File: config.mk
export PLATFORM = sky130hd
export DESIGN_NAME = sec_clock_display_flat
export DESIGN_NICKNAME = d
export VERILOG_FILES = /design/src/rtl/sec_clock_display_if.sv /design/src/rtl/sec_clock_display.sv /design/src/flat_wrapper.sv
export SDC_FILE = /design/constraint.sdc
export NUM_CORES = 1
export LEC_CHECK = 0
export CORE_ASPECT_RATIO = 0.7
export CORE_MARGIN = 5
export CORE_UTILIZATION = 58
export CTS_BUF_LIST = sky130_fd_sc_hd__clkbuf_4
export CTS_CLUSTER_SIZE = 40
export DETAILED_ROUTE_END_ITERATION = 6
export HOLD_SLACK_MARGIN = 0.12
export PLACE_DENSITY = 0.83
export SLEW_MARGIN = 20
export SYNTH_ARGS = -nofsm -noshare
export SYNTH_HDL_FRONTEND = slang
export SYNTH_SLANG_ARGS = --single-unit
File: constraint.sdc
create_clock -name clk -period 3.2 [get_ports clk]
set_clock_uncertainty 0.1 [all_clocks]
set_input_delay 0.64 -clock clk [delete_from_list [all_inputs] [get_ports clk]]
set_output_delay 0.64 -clock clk [all_outputs]
set_load 0.005 [all_outputs]
File: src/rtl/sec_clock_display_if.sv
// Bundle between sec_clock_display and the board/test side:
// seconds toggle and controls in, BCD time and display drive out.
interface sec_clock_display_if;
  logic        sec_toggle;
  logic        run;
  logic        clr;
  logic [15:0] time_bcd;
  logic        hour_p;
  logic [6:0]  seg_n;
  logic        dp_n;
  logic [3:0]  dig_n;

  modport slave (
    input  sec_toggle, run, clr,
    output time_bcd, hour_p, seg_n, dp_n, dig_n
  );

  modport master (
    output sec_toggle, run, clr,
    input  time_bcd, hour_p, seg_n, dp_n, dig_n
  );
endinterface

File: src/rtl/sec_clock_display.sv
// MM:SS seconds clock fed by a 1 s toggle, with 4-digit 7-seg scan.
// Optional SEC_CLOCK_DP_BLINK_EN: blinking dp on digit 2 as a colon.
module sec_clock_display #(
  parameter int unsigned SCAN_DIV = 50000
) (
  input logic             clk,
  input logic             reset,
  sec_clock_display_if.slave bus
);

  localparam int CW = $clog2(SCAN_DIV);

  logic          sync1, sync2, sync2_d;
  logic [2:0]    arm_sr;
  logic          tick_r;
  logic [3:0]    s1, s10, m1, m10;
  logic          hour_p;
  logic [CW-1:0] cnt;
  logic [1:0]    idx, idx_nx;
  logic          tc;
  logic [3:0]    nib;
  logic [6:0]    seg_n;
  logic [3:0]    dig_n;

  function automatic logic [6:0] seg7(input logic [3:0] v);
    logic [6:0] s;
    s = 7'b1111111;
    case (v)
      4'd0: s = 7'b1000000;
      4'd1: s = 7'b1111001;
      4'd2: s = 7'b0100100;
      4'd3: s = 7'b0110000;
      4'd4: s = 7'b0011001;
      4'd5: s = 7'b0010010;
      4'd6: s = 7'b0000010;
      4'd7: s = 7'b1111000;
      4'd8: s = 7'b0000000;
      4'd9: s = 7'b0010000;
      default: s = 7'b1111111;
    endcase
    return s;
  endfunction

  // arm_sr[2] rises only after sync2_d holds a real sample,
  // so a level present at release never counts as an edge
  always_ff @(posedge clk or negedge reset) begin
    if (!reset) begin
      sync1   <= 1'b0;
      sync2   <= 1'b0;
      sync2_d <= 1'b0;
      arm_sr  <= 3'b000;
      tick_r  <= 1'b0;
    end else begin
      sync1   <= bus.sec_toggle;
      sync2   <= sync1;
      sync2_d <= sync2;
      arm_sr  <= {arm_sr[1:0], 1'b1};
      tick_r  <= arm_sr[2] & (sync2 ^ sync2_d);
    end
  end

  always_ff @(posedge clk or negedge reset) begin
    if (!reset) begin
      s1     <= 4'd0;
      s10    <= 4'd0;
      m1     <= 4'd0;
      m10    <= 4'd0;
      hour_p <= 1'b0;
    end else if (bus.clr) begin
      s1     <= 4'd0;
      s10    <= 4'd0;
      m1     <= 4'd0;
      m10    <= 4'd0;
      hour_p <= 1'b0;
    end else begin
      hour_p <= 1'b0;
      if (tick_r && bus.run) begin
        if (s1 != 4'd9) begin
          s1 <= s1 + 4'd1;
        end else begin
          s1 <= 4'd0;
          if (s10 != 4'd5) begin
            s10 <= s10 + 4'd1;
          end else begin
            s10 <= 4'd0;
            if (m1 != 4'd9) begin
              m1 <= m1 + 4'd1;
            end else begin
              m1 <= 4'd0;
              if (m10 != 4'd5) begin
                m10 <= m10 + 4'd1;
              end else begin
                m10    <= 4'd0;
                hour_p <= 1'b1;
              end
            end
          end
        end
      end
    end
  end

  assign tc     = (cnt == CW'(SCAN_DIV - 1));
  assign idx_nx = tc ? idx + 2'd1 : idx;

  always_comb begin
    nib = s1;
    case (idx_nx)
      2'd0: nib = s1;
      2'd1: nib = s10;
      2'd2: nib = m1;
      2'd3: nib = m10;
      default: nib = s1;
    endcase
  end

  always_ff @(posedge clk or negedge reset) begin
    if (!reset) begin
      cnt   <= '0;
      idx   <= 2'd0;
      dig_n <= 4'b1110;
      seg_n <= 7'b1000000;
    end else if (tc) begin
      cnt   <= '0;
      idx   <= idx_nx;
      dig_n <= ~(4'b0001 << idx_nx);
      seg_n <= seg7(nib);
    end else begin
      cnt   <= cnt + CW'(1);
    end
  end

`ifdef SEC_CLOCK_DP_BLINK_EN
  logic dp_n;

  always_ff @(posedge clk or negedge reset) begin
    if (!reset) begin
      dp_n <= 1'b1;
    end else begin
      dp_n <= ~((idx_nx == 2'd2) & sync2);
    end
  end

  assign bus.dp_n = dp_n;
`else
  assign bus.dp_n = 1'b1;
`endif

  assign bus.time_bcd = {m10, m1, s10, s1};
  assign bus.hour_p   = hour_p;
  assign bus.seg_n    = seg_n;
  assign bus.dig_n    = dig_n;

endmodule

File: src/flat_wrapper.sv
// flat-port wrapper written by rule: the top's interface ports become plain ports
module sec_clock_display_flat 
#(
  parameter int unsigned SCAN_DIV = 50000
)
  (clk, reset, bus_sec_toggle, bus_run, bus_clr, bus_time_bcd, bus_hour_p, bus_seg_n, bus_dp_n, bus_dig_n);
  sec_clock_display_if bus_i ();
  input logic clk;
  input logic reset;
  input wire logic [$bits(bus_i.sec_toggle)-1:0] bus_sec_toggle;
  input wire logic [$bits(bus_i.run)-1:0] bus_run;
  input wire logic [$bits(bus_i.clr)-1:0] bus_clr;
  output wire logic [$bits(bus_i.time_bcd)-1:0] bus_time_bcd;
  output wire logic [$bits(bus_i.hour_p)-1:0] bus_hour_p;
  output wire logic [$bits(bus_i.seg_n)-1:0] bus_seg_n;
  output wire logic [$bits(bus_i.dp_n)-1:0] bus_dp_n;
  output wire logic [$bits(bus_i.dig_n)-1:0] bus_dig_n;
  assign bus_i.sec_toggle = bus_sec_toggle;
  assign bus_i.run = bus_run;
  assign bus_i.clr = bus_clr;
  assign bus_time_bcd = bus_i.time_bcd;
  assign bus_hour_p = bus_i.hour_p;
  assign bus_seg_n = bus_i.seg_n;
  assign bus_dp_n = bus_i.dp_n;
  assign bus_dig_n = bus_i.dig_n;
  sec_clock_display #(.SCAN_DIV(SCAN_DIV)) u_core (.clk(clk), .reset(reset), .bus(bus_i));
endmodule
; ---- Word-level counts from Yosys, hierarchy flattened
; Memories as Yosys holds them, arrays and structs flattened. A register that Yosys moved wholly into a read port is not among the register bits.
; Cells that the tools add are included.
[word_totals]
reg_bits = 46
romBits = 112
output_inout_bits = 29
elab_cells = 69
n_memories = 1
[memory_table]
columns = memory, depth, word_bits, rd, rd_clocked_by_memory_dff, write_ports, line
row1 = (name not given), 16, 7, 1, 1, 0, sec_clock_display.sv:28  ; case (v)
[classes]
n_addsub = 6
eq_ne = 11
shifts = 1
mux = 27
bitwise_logic = 3
reduce_logical = 7
[op_table]
columns = cell, count
row1 = $mux W4, 18
row2 = $add A16 B1 Y16 const B, 1
row3 = $add A4 B1 Y4 const B, 4
row4 = $eq A16 B16 Y1 const B, 1
row5 = $mux W16, 1
row6 = $pmux W4 S4, 1
row7 = $ne A4 B3 Y1 const B, 2
row8 = $ne A4 B4 Y1 const B, 2
row9 = $mux W1, 6
row10 = $ne A2 B2 Y1 const B, 3
row11 = $eq A2 B2 Y1 const B, 2
row12 = $not A4 Y4, 1
row13 = $reduce_and A4 Y1, 1
row14 = $shl A1 B2 Y4 const A, 1
row15 = $reduce_and A3 Y1, 1
row16 = $add A2 B1 Y2 const B, 1
row17 = $eq A2 B1 Y1 const B, 1
row18 = $logic_not A2 Y1, 1
row19 = $mux W2, 1
row20 = $reduce_and A2 Y1, 1
row21 = $reduce_bool A2 Y1, 1
row22 = $and A1 B1 Y1, 1
row23 = $logic_and A1 B1 Y1, 1
row24 = $logic_not A1 Y1, 1
row25 = $xor A1 B1 Y1, 1

; ---- Depth between registers and ports, before layout
; Gate-level depths: netlist of the first run.
[logic_depth]
word_depth = 7
mapped_depth = 12
depth_no_buf = 11

; ---- Worst setup path after synthesis of the first run
; OpenSTA, ideal clock, no wires.
[synth_timing]
kind = flip-flop to flip-flop
from = register u_core.cnt[7]
to = register u_core.seg_n[1] (netlist: u_core.bus.seg_n[1])
arrival_ps = 2740
required_ps = 3017
path_slack_ps = 278
path_stages_with_launch = 10
path_buffers = 1
cell_sequence = dfrtp_1 or4_1 or4_4 buf_6 mux2_4 a211oi_4 ha_1 nor2b_1 o21ai_0 o21ai_0
[synth_between]
elab_chain_len = 4
[synth_lines]
columns = item, line
row1 = from (decl), sec_clock_display.sv:18  ; logic [CW-1:0] cnt;
row2 = from (signal assigned), sec_clock_display.sv:129  ; cnt <= cnt + CW'(1);
row3 = $eq A16 B16 Y1 *, sec_clock_display.sv:103  ; assign tc = (cnt == CW'(SCAN_DIV - 1));
row4 = $mux W2, sec_clock_display.sv:104  ; assign idx_nx = tc ? idx + 2'd1 : idx;
row5 = $eq A2 B2 Y1 (tied with other cells), sec_clock_display.sv:108  ; case (idx_nx)
row6 = $pmux W4 S4, sec_clock_display.sv:108
row7 = to (decl), sec_clock_display.sv:22  ; logic [6:0] seg_n;
; Every way passes the cells marked *; elsewhere a longest branch is shown, timed or not.
; A chain may end at the register's enable or synchronous reset.

; ---- Worst setup path in the final report of the first run
[layout_timing]
from = register u_core.cnt[5]
to = register u_core.seg_n[1] (netlist: u_core.bus.seg_n[1])
; Same word-level chain as after synthesis.

==> reports/results.ini, run 1 <==
[outcome]
status=finished clean

[cts]
cts_root_buf=clkbuf_4
insertion_delay_ns=0.36
clk_pin_slew_worst_paths_ns=0.15
clock_path_buffers=2
cts.sink_count=53
h-tree-depth=2
cts_tree=built
cts-buffers-inserted=5

[worst_setup_path]
worstSetupStartpointType=register
critPathLaunch=u_core.cnt[5]
max_stage_delay_ns=0.57
cp.arrival_ns=3.28
crit-reg2reg-launch=u_core.cnt[5]
worstPathCellList=or4bb_4 > nor4_4 > buf_4 > mux2_2 > a211oi_4 > ha_1 > nor2b_1 > o21ai_0 > o21ai_0
rr_worst_depth=9
critPathBufInv=1
critPathSlowestCell=or4bb_4
crit_cells=9
endpoint_kind=register
path_delay_family=simple AND/OR/NAND/NOR gates
crit_type=register to register
cp_common_cell=o21ai_0
critical_path_required_ns=3.39
path_max_fanout=6

[logic_synthesis]
avgSynthCellArea_sq_um=9.81
synth_top_area_frac=0.435
syn-instance-count=287
yosysTopAreaCell=dfrtp_1
async_flop_share=1.00
yosys_most_used_dff=dfrtp_1
synth_cell_types=48
yosys_warnings=0
netlist_area_sq_um=2820
synth_edf_count=0
synth_seq_cells=53
yosysSeqAreaShare=0.473
synth_area_leaders=dfrtp_1 44%, ha_1 5.3%, nor2_1 4.7%

[floorplanning]
fp.dieW_microns=93.3
die_height_microns=68.3
initial_core_util=0.596
coreArea_sq_um=4730
rows=21
design.die.area_sq_um=6370
ios=34

[global_routing]
grt.overflow.total=0
grt_max_degree=37
grt_pass1_vias=2113
grt_usage=0.192
grt_pass1_wl_mm=9.61
antenna_found_initial=0

[flow_run]
drv_cap=0

[drt]
firstDrtPassIters=5
drcViolationCount=0
antenna_left=0
vias_per_cell=5.54
vias=2120
drt_first_iter_violations=107
routed_wl_mm=5.54
detail_route.wl_per_cell_microns=14.5

[place]
routabilityCongestion=0.838
numPortBuffers=32
dp_hpwl_mm=4.14
dpl_cell_area_sq_um=3200

[power_and_ir_drop]
cellLeakagePower_nw=1.43
peakVddDrop_mv=0.303
fin_total_pwr_mw=1.28
pwr-share-seq=0.608
powerDensity_nw_per_um2=387
p_comb_frac=0.157
power_switching_share=0.283
clkPwrFrac=0.235
power_switching_mw=0.361
p_int_mw=0.914

[finish]
final_area_sq_um=3300
area_growth_pct=17.1
layout.nets=342
drive_gt1_frac=0.113
diodes=0

[timing]
max_slew.worst_pin.slew_ns=0.545
report.final.setup_viol=0
min_period_ns=3.09
slew_headroom=0.637
fin_crit_sh=0.966
slew_violations=0
hold_viol_final=0
fmax_ghz=0.323

[min_path]
whs_path_depth=0
min_path_type=register to register
min_from=u_core.sync1

==> cells by family after synthesis <==
kind of cell / after synthesis / synth area share
flops: 53 / 0.473
buf+inv: 25 / 0.0413
compound gates: 44 / 0.111
other cells: 1 / 0.00133
xor+xnor: 19 / 0.0591
mux: 16 / 0.0604
fa+ha+maj: 12 / 0.0533
simple gates: 117 / 0.201
==> layout make-up <==
cell class	count	area (sq um)
inverters	14	52.6
flip-flops and latches	53	1330
clock inverters	2	15.0
well taps	57	71.3
multi-input cells	210	1390
clock buffers	6	45.0
repair buffers	41	389
fillers	360	1430
==> power by group through the flow <==
stage | clock [mW] | combinational, mW | sequential [mW]
final | 0.300 | 0.201 | 0.775
after global placement | 0 | 0.196 | 0.784
after CTS | 0.312 | 0.203 | 0.775
after detailed placement | 0 | 0.201 | 0.787
after global routing | 0.343 | 0.233 | 0.783
after floorplan | 0 | 0.0958 | 0.771
==> synthesized netlist by cell type, types with 2 or more instances <==
cell type   n
buf_6       2
and2_1      4
xor2_1      9
a21o_1      3
or2_2       2
nand2_1    29
a2111oi_4   2
mux2i_1    11
o31ai_1     2
dfrtp_1    49
and3_1      5
xnor2_1    10
clkbuf_1    4
buf_4       2
buf_1       3
a21oi_1    12
nor2b_1     2
dfstp_2     4
or3_1       3
nor2_1     35
o21ai_0    16
nand4_1     2
mux2_2      4
nand3_1    10
o2111ai_1   2
ha_1       12
nor3_1     14
nand2b_1    3
inv_1      12
==> path summary, 6_finish.rpt <==
path / end / slack [ns]
max: u_core.bus.seg_n[1] / 0.11
min: u_core.sync2 / 0.27
max reg2reg: u_core.bus.seg_n[1] / 0.11
min reg2reg: u_core.sync2 / 0.27
max in group asynchronous: u_core.cnt[7] / 1.58
min in group asynchronous: u_core.cnt[9] / 0.61
==> cells in the final DEF (no fill, tap or decap), types with 2 or more instances in the layout <==
| master | count |
|---|---|
| dfrtp_1 | 48 |
| nor2_1 | 35 |
| clkdlybuf4s50_1 | 31 |
| nand2_1 | 29 |
| o21ai_0 | 16 |
| nor3_1 | 14 |
| inv_1 | 12 |
| a21oi_1 | 12 |
| ha_1 | 12 |
| mux2i_1 | 11 |
| nand3_1 | 10 |
| xnor2_1 | 10 |
| xor2_1 | 9 |
| buf_4 | 7 |
| clkbuf_4 | 6 |
| and3_1 | 5 |
| and2_1 | 4 |
| mux2_2 | 4 |
| dfstp_2 | 4 |
| or3_1 | 3 |
| nand2b_1 | 3 |
| a21o_1 | 3 |
| nor2b_1 | 2 |
| nand4_1 | 2 |
| or2_2 | 2 |
| o31ai_1 | 2 |
| a2111oi_4 | 2 |
| conb_1 | 2 |
| clkinvlp_4 | 2 |
==> layer usage <==
layer	track usage	share of wire
met4	0.0457	0.0056
met2	0.321	0.46
met3	0.0429	0.040
met5	0	0
met1	0.256	0.50
==> sequential cells by signal (all words and copies together) (netlist names) <==
register	cells
u_core.arm_sr	3
u_core.s10	4
u_core.m1	4
u_core.sync1	1
u_core.idx	2
u_core.bus.dig_n	4
u_core.m10	4
u_core.sync2	1
u_core.bus.hour_p	1
u_core.bus.seg_n	7
u_core.sync2_d	1
u_core.tick_r	1
u_core.s1	4
u_core.cnt	16
==> stage by stage <==
step / setup WS [ns] / std cells / TNS (ns) / util / hold slack (ns)
after global routing: -0.00127 / 383 / -0.00127 / 0.697 / 0.290
after detailed placement: 0.114 / 372 / 0 / 0.676 / 0.236
after CTS: 0.0575 / 381 / 0 / 0.691 / 0.270
after global placement: 0.177 / 372 / 0 / 0.676 / 0.232
final: 0.108 / 383 / 0 / 0.697 / 0.266
after floorplan: 0.278 / 288 / 0 / - / 0.231
==> what timing repair did <==
| action | in CTS | in global routing |
|---|---|---|
| hold buffers | 1 | 0 |
| resized for setup | 0 | 4 |
| setup buffers | 0 | 2 |
| endpoints found under the setup margin | 0 | 7 |
| endpoints found under the hold margin | 13 | 0 |
Power figures use the tool's default switching activity.
==> inputs of run 2 (changes only) <==
- SLEW_MARGIN: 20 -> 40
==> results of run 2 <==
Same layout as run 1: the final DEF is identical, and so are final timing and power.
==> inputs of run 3 (changes only) <==
- SKIP_CTS_REPAIR_TIMING: default -> 1
==> run 3 against run 2 <==
Maximum frequency down 0.14%. Utilization unchanged. Flip-flop and latch count unchanged. Final cell count unchanged. Register-to-register slack barely moved. Critical path depth is the same. Sequential power hardly changed. Critical path type unchanged. Largest power group unchanged.
==> reports/results.ini, run 3 (synthesis results as in run 1) <==
[drt]
drcViolationCount=0  ; unchanged
route.met2.wl_mm=2.55  ; was 2.54 mm
top_layer_used=met4  ; unchanged
vias=2116  ; was 2,120
detail_route.wl_per_cell_microns=14.5  ; about the same
routed_wl_mm=5.56  ; was 5.54 mm
met3_length_microns=214  ; was 219 microns
vias_per_cell=5.52  ; was 5.54
met1_length_mm=2.77  ; was 2.75 mm
drt_first_iter_violations=88  ; was 107
antenna_left=0  ; unchanged
firstDrtPassIters=4  ; was 5

[worst_setup_path]
r2r_slack_ns=0.10  ; was 0.11 ns
max_stage_delay_ns=0.57  ; about the same
crit_type=register to register  ; unchanged
endpoint_kind=register  ; unchanged
cp.arrival_ns=3.28  ; about the same
crit-reg2reg-launch=u_core.cnt[5]  ; unchanged
critPathBufInv=1  ; unchanged
critPathSlowestCell=or4bb_4  ; unchanged
path_delay_family=simple AND/OR/NAND/NOR gates  ; unchanged
critPathLaunch=u_core.cnt[5]  ; unchanged
worstSetupStartpointType=register  ; unchanged
worstPathCellList=or4bb_4 > nor4_4 > buf_4 > mux2_2 > a211oi_4 > ha_1 > nor2b_1 > o21ai_0 > o21ai_0  ; unchanged
path_max_fanout=6  ; unchanged
rr_worst_depth=9  ; unchanged
reg2reg_to=u_core.bus.seg_n[1]  ; unchanged
critical_path_required_ns=3.39  ; about the same
cp_common_cell=o21ai_0  ; unchanged

[timing]
min_period_ns=3.10  ; was 3.09 ns
slew_violations=0  ; unchanged
fin_crit_sh=0.968  ; was 0.966
report.final.setup_viol=0  ; unchanged
fmax_ghz=0.323  ; about the same
fin_setup_tns_ns=0  ; unchanged
slew_headroom=0.637  ; about the same
hold_viol_final=0  ; unchanged
max_slew.worst_pin.slew_ns=0.544  ; was 0.545 ns

[cts]
cts_root_buf=clkbuf_4  ; unchanged
insertion_delay_ns=0.36  ; about the same
cts.sink_count=53  ; unchanged
clock_path_buffers=2  ; unchanged
cts_tree=built  ; unchanged
cts-buffers-inserted=5  ; unchanged
clk_pin_slew_worst_paths_ns=0.15  ; about the same
h-tree-depth=2  ; unchanged

[finish]
largest_reg_flops=16  ; unchanged
regMostFlops=u_core.cnt  ; unchanged
reg.largest.list=u_core.cnt: 16 flops, u_core.bus.seg_n: 7 flops  ; unchanged
layout_common_cells=48 x dfrtp_1, 35 x nor2_1, 31 x clkdlybuf4s50_1  ; unchanged
final_area_sq_um=3300  ; unchanged
diodes=0  ; unchanged
layout_commonest_cell=dfrtp_1  ; unchanged
drive_gt1_frac=0.113  ; unchanged
area_growth_pct=17.1  ; unchanged
layout.nets=342  ; unchanged

[floorplanning]
rows=21  ; unchanged
coreArea_sq_um=4730  ; unchanged
ios=34  ; unchanged
initial_core_util=0.596  ; unchanged
fp.dieW_microns=93.3  ; unchanged
die_height_microns=68.3  ; unchanged
design.die.area_sq_um=6370  ; unchanged

[flow_run]
drv_cap=0  ; unchanged

[power_and_ir_drop]
powerDensity_nw_per_um2=387  ; about the same
cellLeakagePower_nw=1.43  ; unchanged
peakVddDrop_mv=0.303  ; about the same

[global_routing]
grt.overflow.total=0  ; unchanged
grt_pass1_wl_mm=9.58  ; was 9.61 mm
grt_usage=0.191  ; was 0.192
grt_pass1_vias=2100  ; was 2,113
antenna_found_initial=0  ; unchanged
grt_max_degree=37  ; unchanged

[min_path]
min_from=u_core.sync1  ; unchanged
min_path_type=register to register  ; unchanged
hold_end=u_core.sync2  ; unchanged
whs_path_depth=0  ; unchanged

[place]
dp_hpwl_mm=4.14  ; unchanged
dpl_cell_area_sq_um=3200  ; unchanged
numPortBuffers=32  ; unchanged
routabilityCongestion=0.838  ; unchanged

[outcome]
status=finished clean  ; unchanged

==> run 3: cell counts in the layout (fill, tap and decap cells not counted) <==
No cell type changed its count.
==> run 3: routing by layer <==
layer / track usage / vias to the layer above
li1: - / 1054
met1: 0.257 / 1019
met2: 0.319 / 41
met3: 0.0429 / 2
met4: 0.0457 / 0
met5: 0 / -
==> run 3: worst max-delay path by stage <==
stage / to / cells after the start
after global placement: u_core.bus.seg_n[1] / 9
after CTS: u_core.bus.seg_n[1] / 9
final: u_core.bus.seg_n[1] / 9
after floorplan: u_core.bus.seg_n[1] / 9
after global routing: u_core.bus.seg_n[1] / 9
after detailed placement: u_core.bus.seg_n[1] / 8
==> run 3: worst register-to-register path, cell delays in order (launching register included) <==
cell	delay, ns
dfrtp_1	0.45
or4bb_4	0.57
nor4_4	0.38
buf_4	0.18
mux2_2	0.35
a211oi_4	0.34
ha_1	0.31
nor2b_1	0.12
o21ai_0	0.07
o21ai_0	0.14
==> run 3: final cells by class <==
| cell class | count | area [sq um] |
|---|---|---|
| Multi-Input combinational cell | 210 | 1390 |
| Inverter | 14 | 52.6 |
| Sequential cell | 53 | 1330 |
| Timing Repair Buffer | 41 | 389 |
| Clock inverter | 2 | 15.0 |
| Clock buffer | 6 | 45.0 |
| Fill cell | 360 | 1430 |
| Tap cell | 57 | 71.3 |
==> run 3: through the flow <==
stage / setup WS, ns / std cells / hold slack [ns] / power (mW) / utilization
after floorplan: 0.278 / 288 / 0.231 / 0.867 / -
after global placement: 0.177 / 372 / 0.232 / 0.980 / 0.676
after detailed placement: 0.114 / 372 / 0.236 / 0.988 / 0.676
after CTS: 0.0575 / 380 / 0.0661 / 1.29 / 0.689
after global routing: -0.00127 / 383 / 0.290 / 1.36 / 0.697
final: 0.104 / 383 / 0.266 / 1.28 / 0.697
==> run 3: power by group <==
group / internal, mW / switching [mW]
combinational: 0.112 / 0.0896
clock: 0.0947 / 0.205
sequential: 0.708 / 0.0667
